**config.mk**
```make
export PLATFORM = sky130hd
export DESIGN_NAME = ftrans_gen
export DESIGN_NICKNAME = d
export VERILOG_FILES = /design/src/rtl/fft_gen_pkg.sv /design/src/rtl/ftrans_cmul.sv /design/src/rtl/ftrans_gen.sv
export SDC_FILE = /design/constraint.sdc
export NUM_CORES = 2
export LEC_CHECK = 0
export CAP_MARGIN = 20
export CORE_AREA = 2 2 316 318
export CTS_CLUSTER_DIAMETER = 30
export DETAILED_ROUTE_END_ITERATION = 10
export DIE_AREA = 0 0 318 320
export DONT_BUFFER_PORTS = 1
export PLACE_DENSITY = 0.71
export SYNTH_ARGS = -nofsm -noshare
export SYNTH_HDL_FRONTEND = slang
export SYNTH_SLANG_ARGS = --single-unit
```
**constraint.sdc**
```tcl
create_clock -name iclk -period 17.6 [get_ports iclk]
set_input_delay 3.52 -clock iclk [delete_from_list [all_inputs] [get_ports iclk]]
set_output_delay 3.52 -clock iclk [all_outputs]
set_load 0.02 [all_outputs]
```
**src/rtl/fft_gen_pkg.sv**
```systemverilog
// Shared types, widths and twiddle-ROM elaboration helpers for the SDF FFT rotator family.
package fft_gen_pkg;

   localparam int SIM_DLY = 1;
   localparam int CPLX_W  = 16;

   typedef struct packed {
      logic signed [CPLX_W-1:0] re;
      logic signed [CPLX_W-1:0] im;
   } cplx_t;

   function automatic int prod_w(input int d_w, input int tw_w);
      return d_w + tw_w + 1;
   endfunction

   function automatic int rnd_r(input real v);
      if (v >= 0.0) return $rtoi(v + 0.5);
      return -$rtoi(0.5 - v);
   endfunction

   // Returns {re[31:0], im[31:0]} of W_n^idx scaled by 2^(tw_w-1)-1.
   // The angle is folded into the first quadrant so a short Taylor series stays exact to the LSB.
   function automatic logic [63:0] tw_val(input int idx, input int n, input int tw_w);
      real th, x2, tc, ts, c, s, cr, sr, scale;
      int  quarter, m, q, r, re_i, im_i;
      quarter = n / 4;
      m       = idx % n;
      q       = m / quarter;
      r       = m % quarter;
      th      = 2.0 * 3.14159265358979323846 * $itor(r) / $itor(n);
      x2      = th * th;
      tc      = 1.0;
      ts      = th;
      c       = 1.0;
      s       = th;
      for (int k = 1; k <= 10; k++) begin
         tc = -tc * x2 / $itor((2 * k - 1) * (2 * k));
         ts = -ts * x2 / $itor((2 * k) * (2 * k + 1));
         c  = c + tc;
         s  = s + ts;
      end
      case (q)
         0:       begin cr = c;  sr = s;  end
         1:       begin cr = -s; sr = c;  end
         2:       begin cr = -c; sr = -s; end
         default: begin cr = s;  sr = -c; end
      endcase
      scale = $itor((1 << (tw_w - 1)) - 1);
      re_i  = rnd_r(scale * cr);
      im_i  = rnd_r(-scale * sr);
      return {re_i, im_i};
   endfunction

endpackage

```
**src/rtl/ftrans_cmul.sv**
```systemverilog
// Full-precision complex multiplier with a MULT_DLY-deep, clock-enabled register pipe.
module ftrans_cmul
   import fft_gen_pkg::*;
#(
   parameter int D_W      = 16,
   parameter int TW_W     = 16,
   parameter int MULT_DLY = 2,
   localparam int P_W     = prod_w(D_W, TW_W)
) (
   input  logic                  iclk,
   input  logic                  irst_n,
   input  logic                  ice,
   input  logic signed [D_W-1:0]  ar,
   input  logic signed [D_W-1:0]  ai,
   input  logic signed [TW_W-1:0] br,
   input  logic signed [TW_W-1:0] bi,
   output logic signed [P_W-1:0]  prod_re,
   output logic signed [P_W-1:0]  prod_im
);

   logic signed [P_W-1:0] ar_x, ai_x, br_x, bi_x;
   logic signed [P_W-1:0] re_q [MULT_DLY];
   logic signed [P_W-1:0] im_q [MULT_DLY];

   assign ar_x = {{(P_W-D_W){ar[D_W-1]}}, ar};
   assign ai_x = {{(P_W-D_W){ai[D_W-1]}}, ai};
   assign br_x = {{(P_W-TW_W){br[TW_W-1]}}, br};
   assign bi_x = {{(P_W-TW_W){bi[TW_W-1]}}, bi};

   always_ff @(posedge iclk or negedge irst_n) begin
      if (!irst_n) begin
         for (int i = 0; i < MULT_DLY; i++) begin
            re_q[i] <= '0;
            im_q[i] <= '0;
         end
      end else if (ice) begin
         re_q[0] <= ar_x * br_x - ai_x * bi_x;
         im_q[0] <= ar_x * bi_x + ai_x * br_x;
         for (int i = 1; i < MULT_DLY; i++) begin
            re_q[i] <= re_q[i-1];
            im_q[i] <= im_q[i-1];
         end
      end
   end

   assign prod_re = re_q[MULT_DLY-1];
   assign prod_im = im_q[MULT_DLY-1];

endmodule

```
**src/rtl/ftrans_gen.sv**
```systemverilog
// Inter-stage twiddle rotator for the radix-2^2 SDF FFT: ROM lookup, complex multiply,
// round-half-up with saturation, sticky per-frame overflow flag.
module ftrans_gen
   import fft_gen_pkg::*;
#(
   parameter int FFT_STG  = 7,
   parameter int D_W      = 16,
   parameter int TW_W     = 16,
   parameter int MULT_DLY = 2
) (
   input  logic               iclk,
   input  logic               irst_n,
   input  logic               ice,
   input  logic               ien,
   input  logic [FFT_STG-1:0] iaddr,
   input  logic               imode,
   input  logic [2*D_W-1:0]   idata,
   output logic               oen,
   output logic [FFT_STG-1:0] oaddr,
   output logic [2*D_W-1:0]   odata,
   output logic               oovf
);

   localparam int N   = 1 << FFT_STG;
   localparam int P_W = prod_w(D_W, TW_W);
   localparam logic signed [P_W-1:0] RND    = {{(P_W-TW_W+1){1'b0}}, 1'b1, {(TW_W-2){1'b0}}};
   localparam logic signed [P_W-1:0] SAT_HI = {{(P_W-D_W+1){1'b0}}, {(D_W-1){1'b1}}};
   localparam logic signed [P_W-1:0] SAT_LO = {{(P_W-D_W+1){1'b1}}, {(D_W-1){1'b0}}};

   logic signed [TW_W-1:0] rom_re [N];
   logic signed [TW_W-1:0] rom_im [N];

   for (genvar g = 0; g < N; g++) begin : g_rom
      localparam logic [63:0] TW = tw_val(g, N, TW_W);
      assign rom_re[g] = TW[32 +: TW_W];
      assign rom_im[g] = TW[0 +: TW_W];
   end

   logic [FFT_STG-1:0]     k_fac, n3_x, rom_idx;
   logic                   mode_q, mode_nxt;
   logic signed [TW_W-1:0] tw_im_sel;

   assign k_fac     = {{(FFT_STG-2){1'b0}}, iaddr[FFT_STG-2], iaddr[FFT_STG-1]};
   assign n3_x      = {2'b00, iaddr[FFT_STG-3:0]};
   assign rom_idx   = k_fac * n3_x;
   // A frame-start sample both latches imode and is rotated with the new value.
   assign mode_nxt  = (ien && iaddr == '0) ? imode : mode_q;
   assign tw_im_sel = mode_nxt ? -rom_im[rom_idx] : rom_im[rom_idx];

   logic                   s0_vld;
   logic [FFT_STG-1:0]     s0_addr;
   logic signed [D_W-1:0]  s0_re, s0_im;
   logic signed [TW_W-1:0] s0_twr, s0_twi;
   logic                   dly_vld  [MULT_DLY];
   logic [FFT_STG-1:0]     dly_addr [MULT_DLY];

   // ien marks a sample valid on any cycle with ice=1; ice=0 freezes every stage, including flags.
   always_ff @(posedge iclk or negedge irst_n) begin
      if (!irst_n) begin
         mode_q  <= 1'b0;
         s0_vld  <= 1'b0;
         s0_addr <= '0;
         s0_re   <= '0;
         s0_im   <= '0;
         s0_twr  <= '0;
         s0_twi  <= '0;
         for (int i = 0; i < MULT_DLY; i++) begin
            dly_vld[i]  <= 1'b0;
            dly_addr[i] <= '0;
         end
      end else if (ice) begin
         mode_q      <= mode_nxt;
         s0_vld      <= ien;
         s0_addr     <= iaddr;
         s0_re       <= idata[2*D_W-1:D_W];
         s0_im       <= idata[D_W-1:0];
         s0_twr      <= rom_re[rom_idx];
         s0_twi      <= tw_im_sel;
         dly_vld[0]  <= s0_vld;
         dly_addr[0] <= s0_addr;
         for (int i = 1; i < MULT_DLY; i++) begin
            dly_vld[i]  <= dly_vld[i-1];
            dly_addr[i] <= dly_addr[i-1];
         end
      end
   end

   logic signed [P_W-1:0] prod_re, prod_im;

   ftrans_cmul #(
      .D_W      (D_W),
      .TW_W     (TW_W),
      .MULT_DLY (MULT_DLY)
   ) u_cmul (
      .iclk    (iclk),
      .irst_n  (irst_n),
      .ice     (ice),
      .ar      (s0_re),
      .ai      (s0_im),
      .br      (s0_twr),
      .bi      (s0_twi),
      .prod_re (prod_re),
      .prod_im (prod_im)
   );

   logic signed [P_W-1:0] rnd_re, rnd_im;
   logic signed [D_W-1:0] sat_re, sat_im;
   logic                  ovf_re, ovf_im;

   always_comb begin
      rnd_re = (prod_re + RND) >>> (TW_W - 1);
      rnd_im = (prod_im + RND) >>> (TW_W - 1);
      ovf_re = (rnd_re > SAT_HI) || (rnd_re < SAT_LO);
      ovf_im = (rnd_im > SAT_HI) || (rnd_im < SAT_LO);
      sat_re = ovf_re ? ((rnd_re > SAT_HI) ? SAT_HI[D_W-1:0] : SAT_LO[D_W-1:0]) : rnd_re[D_W-1:0];
      sat_im = ovf_im ? ((rnd_im > SAT_HI) ? SAT_HI[D_W-1:0] : SAT_LO[D_W-1:0]) : rnd_im[D_W-1:0];
   end

   always_ff @(posedge iclk or negedge irst_n) begin
      if (!irst_n) begin
         oen   <= 1'b0;
         oaddr <= '0;
         odata <= '0;
         oovf  <= 1'b0;
      end else if (ice) begin
         oen   <= dly_vld[MULT_DLY-1];
         oaddr <= dly_addr[MULT_DLY-1];
         if (dly_vld[MULT_DLY-1]) begin
            odata <= {sat_re, sat_im};
            oovf  <= (dly_addr[MULT_DLY-1] == '0) ? (ovf_re | ovf_im) : (oovf | ovf_re | ovf_im);
         end
      end
   end

endmodule

```
* Word-level counts from Yosys, hierarchy flattened *
Memories as Yosys holds them, arrays and structs flattened. A register that Yosys moved wholly into a read port is not among the register bits.
Index checks and enable logic that the tools add are counted.

word-level totals
  register bits after elaboration = 246
  memory bits (read-only) = 4096
  output and inout port bits = 41
  bits of input ports = 44
  word-level logic and storage cells = 55
  memories kept = 2

memory list
  name              depth  bits a word  read ports  clocked after Yosys merged registers in  wr ports  RTL line          RTL
  (name not given)  128    16           1           1                                        0         ftrans_gen.sv:77  s0_twr <= rom_re[rom_idx];
  (name not given)  128    16           1           0                                        0         ftrans_gen.sv:48  assign tw_im_sel = mode_nxt ? -rom_im[rom_idx] : rom_im[rom_idx];

operators by class
  $mul = 5
  multiplexer cells = 9
  reduce and logical (&&, ||, !) cells = 7
  magnitude comparators = 5
  bitwise logic cells = 4
  $add $sub $neg = 5

operators with widths
  kind                                                             number
  multiplier 16 x 16 -> 32 bit                                     4
  two-way mux 16 bit                                               7
  adder 33 x 16 -> 33 bit, second input constant                   2
  greater-than comparator 18 x 16 -> 1 bit, second input constant  2
  < comparator 18 x 16 -> 1 bit, second input constant             2
  adder 33 bit                                                     1
  subtractor 33 bit                                                1
  negator 16 bit                                                   1
  zero test 7 bit                                                  2
  >= comparator 8 bit, second input constant                       1
  NOT 7 -> 8 bit                                                   1
  multiplier 2 x 5 -> 7 bit                                        1
  OR 1 bit                                                         3
  logical OR 1 bit                                                 2
  two-way mux 1 bit                                                2
  AND reduction 2 bit                                              1
  logical AND 1 bit                                                1
  zero test 1 bit                                                  1

* Logic depth before layout (Yosys ltp) *
  depth after elaboration = 7
  mapped depth = 34

* By module *
From an unflattened synthesis, not the netlist that was laid out.

second synthesis, totals
  cell total of the unflattened synthesis = 5852
  area, all modules = 55826.0 um^2

by module, submodules not included
  module       cells each  instances  area an instance (um^2)
  ftrans_cmul  4724        1          45910.3
  ftrans_gen   1128        1          9915.8

* Worst setup path after synthesis *
Ideal clock, no wire load.

  path kind = input to register
  start = in iaddr[6]
  end = reg s0_twi[12]
  stages = 16
  path buffers = 1
  required time = 17.475 ns
  slack = 9.610 ns
  arrival = 7.866 ns
  cell sequence = and2_1 > ha_1 > fa_1 > buf_2 > clkinv_1 > ha_1 > or3_1 > a211oi_1 > a211oi_1 > a311oi_1 > a21o_1 > ha_1 > nand4_1 > o31ai_1 > xnor2_1 > mux2_2

between the ends
  cells in the longest elaborated chain, start to end = 7

ends and longest elaborated chain
  item                                                    RTL line          RTL
  start: declaration                                      ftrans_gen.sv:15  input logic [FFT_STG-1:0] iaddr,
  multiplier 2 x 5 -> 7 bit                               ftrans_gen.sv:45  assign rom_idx = k_fac * n3_x;
  NOT 7 -> 8 bit (implied by the code)                    ftrans_gen.sv:48
  memory (128 x 16 bit)                                   -
  two-way mux 16 bit (implied by the code) (2 in series)  ftrans_gen.sv:48
  negator 16 bit                                          ftrans_gen.sv:48
  two-way mux 16 bit (*)                                  ftrans_gen.sv:48
  end signal: assignment                                  ftrans_gen.sv:78  s0_twi <= tw_im_sel;
  end: declaration                                        ftrans_gen.sv:53  logic signed [TW_W-1:0] s0_twr, s0_twi;

Every way passes the cells marked *; elsewhere a longest branch is shown, timed or not. The select of a mux whose other input is x is not followed.
A chain may end at the register's enable or synchronous reset.

* Worst setup path after layout *
  start = reg s0_twi[6]
  end = reg u_cmul.im_q[64] (netlist name)

between the ends
  cells in the longest elaborated chain, start to end = 2

ends and longest elaborated chain
  item                            RTL line           RTL
  multiplier 16 x 16 -> 32 bit    ftrans_cmul.sv:38  im_q[0] <= ar_x * bi_x + ai_x * br_x;
  adder 33 bit                    ftrans_cmul.sv:38
  end signal: indexed assignment  ftrans_cmul.sv:41  im_q[i] <= im_q[i-1];
  end: declaration                ftrans_cmul.sv:23  logic signed [P_W-1:0] im_q [MULT_DLY];

Every way passes these cells.

==> flow_metrics.env <==
export IMPL_status="completed"
export IMPL_synth_fa_ha_area_frac=0.491
export IMPL_required_ns=18.13
export IMPL_slew_violations=0
export IMPL_yosys_area_top_type_share=0.391
export IMPL_gp_congestion=0.968
export IMPL_core_rowCount=115
export IMPL_dr_pass1_iters=6
export IMPL_port_buffers=0
export IMPL_via_per_inst=5.67
export IMPL_synth_area_leader_cell="fa_1"
export IMPL_final_nets=7266
export IMPL_maxSlewHeadroom=0.203
export IMPL_use_met1=0.380
export IMPL_gr_usage_met3=0.0522
export IMPL_seq_area_sq_um=5150
export IMPL_fmax_mhz=106
export IMPL_hp_class="flop to flop"
export IMPL_finalCritPeriodShare=0.538
export IMPL_layout_common_cells="inv_1, fa_1, nand2_1"
export IMPL_place_hpwl_microns=110000
export IMPL_ys_top_cells_by_area="fa_1, ha_1, dfrtp_1"
export IMPL_ys_seq_area_frac=0.0960
export IMPL_final_common_cell="inv_1"
export IMPL_crit_arrival_ns=10.01
export IMPL_setup_tns_ns=0
export IMPL_ys_types=82
export IMPL_clockRootBuffer="clkbuf_16"
export IMPL_synthMuxAreaShare=0.0395
export IMPL_syn_nets=7408
export IMPL_postRouteAntennaNets=0
export IMPL_path_max_fanout=17
export IMPL_syn_to_final_growth_pct=6.06
export IMPL_synth_simple_area_share=0.152
export IMPL_path_clk_slew_ns=0.05
export IMPL_grt_start_max_net_pins=207
export IMPL_drcViolationCount=0
export IMPL_final_min_clock_period_ns=9.48
export IMPL_die_y_microns=320
export IMPL_synth_ff_type="dfrtp_1"
export IMPL_routedWlPerCell_microns=20.4
export IMPL_ys_seq_elements=206
export IMPL_die_area_sq_um=102000
export IMPL_cts_inserted_buffers=61
export IMPL_grt_pass1_wl_microns=235000
export IMPL_critPathSlowestCell="dfrtp_1"
export IMPL_startpoint_type="flop"
export IMPL_synth_enable_flop_cells=0
export IMPL_max_clock_path_buffers=3
export IMPL_finalClockSkew_ns=0.0383
export IMPL_syn_area_sq_um=53700
export IMPL_yosysWarningCount=0
export IMPL_synth_compound_area_frac=0.0813
export IMPL_core_sq_um=98000
export IMPL_grt_pass1_vias=42402
export IMPL_crit_type="flop to flop"
export IMPL_hold_violations=0
export IMPL_tightest_slew_ns=1.18
export IMPL_synth_xor_xnor_area_share=0.0358
export IMPL_finalHoldWorstSlack_ns=0.474
export IMPL_multi_input_area_sq_um=43000
export IMPL_avgSynthCellArea_sq_um=9.12
export IMPL_rsz0062_at_grt="false"
export IMPL_cts_tree="yes"
export IMPL_grtUsageMet2=0.486
export IMPL_fillerInstances=8566
export IMPL_htree_levels=2
export IMPL_cts_sinks=206
export IMPL_grtUsageTotal=0.297
export IMPL_synthCells=5886
export IMPL_drive_gt1_frac=0.0651
export IMPL_cp_end_kind="flop"
export IMPL_cts_resized_gates=0
export IMPL_totalWireLength_microns=144000
export IMPL_cpMostUsedCell="fa_1"
export IMPL_critPathMaxStageDelay_ns=0.94
export IMPL_ioPinCount=85
export IMPL_busiest_layer="met2"
export IMPL_setup_violations_final=0
export IMPL_worstSkewPairLatency_ns=0.66
export IMPL_ys_async_sr_fraction=1.00
export IMPL_finish_utilization=0.581
export IMPL_gr_total_overflow=0
export IMPL_vias=40150
export IMPL_start_util=0.548
export IMPL_antenna_found_initial=8
export IMPL_synth_top_family_by_area="adder cells"
export IMPL_hold_buffers=0
export IMPL_cts_setup_buffers=0
export IMPL_drtIter0Drc=3060
export IMPL_max_cap_violations=0
export IMPL_fp_dieW_microns=318
-- cell type report --
| class | instances | share of cell area |
|---|---|---|
| Timing Repair Buffer | 80 | 0.0109 |
| Clock buffer | 85 | 0.0307 |
| Tap cell | 1287 | 0.0283 |
| Antenna cell | 2 | 0.0000879 |
| Inverter | 1194 | 0.0787 |
| Multi-Input combinational cell | 4201 | 0.754 |
| Clock inverter | 28 | 0.00652 |
| Sequential cell | 206 | 0.0905 |
-- flip-flops by register name (all words and copies together), names as in the netlist --
signal,count
dly_addr,14
u_cmul.prod_re,19
s0_twr,16
dly_vld,2
u_cmul.re_q,19
oovf,1
s0_twi,16
mode_q,1
u_cmul.prod_im,19
oen,1
s0_re,16
oaddr,7
u_cmul.im_q,19
s0_addr,7
s0_im,16
odata,32
s0_vld,1
-- critical path: cells and delay by family (launching register included) --
family / cells / cell delay, ns
mux: 1 / 0.28
fa+ha+maj: 8 / 3.48
buf+inv: 5 / 0.60
xor+xnor: 1 / 0.16
flops: 1 / 0.94
compound gates: 9 / 3.04
simple gates: 5 / 0.83
-- worst paths after layout --
check,startpoint,to,slack (ns),cells after the start
worst max-delay path,s0_twi[6],u_cmul.im_q[64],8.12,29
worst min-delay path,u_cmul.im_q[58],u_cmul.im_q[58],0.47,1
worst max register to register,s0_twi[6],u_cmul.im_q[64],8.12,29
worst min register to register,u_cmul.im_q[58],u_cmul.im_q[58],0.47,1
max in group asynchronous,irst_n,s0_im[10],14.64,0
min in group asynchronous,irst_n,u_cmul.im_q[47],2.59,0
-- routing by layer --
metal	vias up	routed length, microns
met5	-	11
met4	2	8530
met3	308	11200
met2	1534	67800
met1	20350	56600
li1	17956	-
-- stage by stage --
stage                     std cells  worst slack, ns  cell area [sq um]
after floorplan                5886             9.61              53700
after global placement         6966             8.59              54800
after detailed placement       6966             8.43              54800
after CTS                      7079             8.37              56900
after global routing           7081             7.70              57000
final                          7083             8.12              57000
-- synth_stat cells (57+ instances only) --
library cell	count
a21oi_1	175
fa_1	1049
dfrtp_1	206
xnor2_1	148
nand3_1	83
inv_1	1192
ha_1	429
nand2_1	629
nor3_1	57
xor2_1	67
nor2_1	188
o21ai_0	142
clkbuf_1	245
mux2_2	171
and2_1	500
a21o_1	73
-- logic make-up after synthesis --
kind of cell	count (synthesis)
DFF	206
and+or+nand+nor	1650
xor gates and xnor gates	217
buffers and inverters	1479
muxes	188
AOI/OAI and AO/OA	668
adders and majority gates	1478
Power is left out: the tool's default activity adds up to more than one toggle a clock period on the data nets, which glitch-free logic cannot reach.
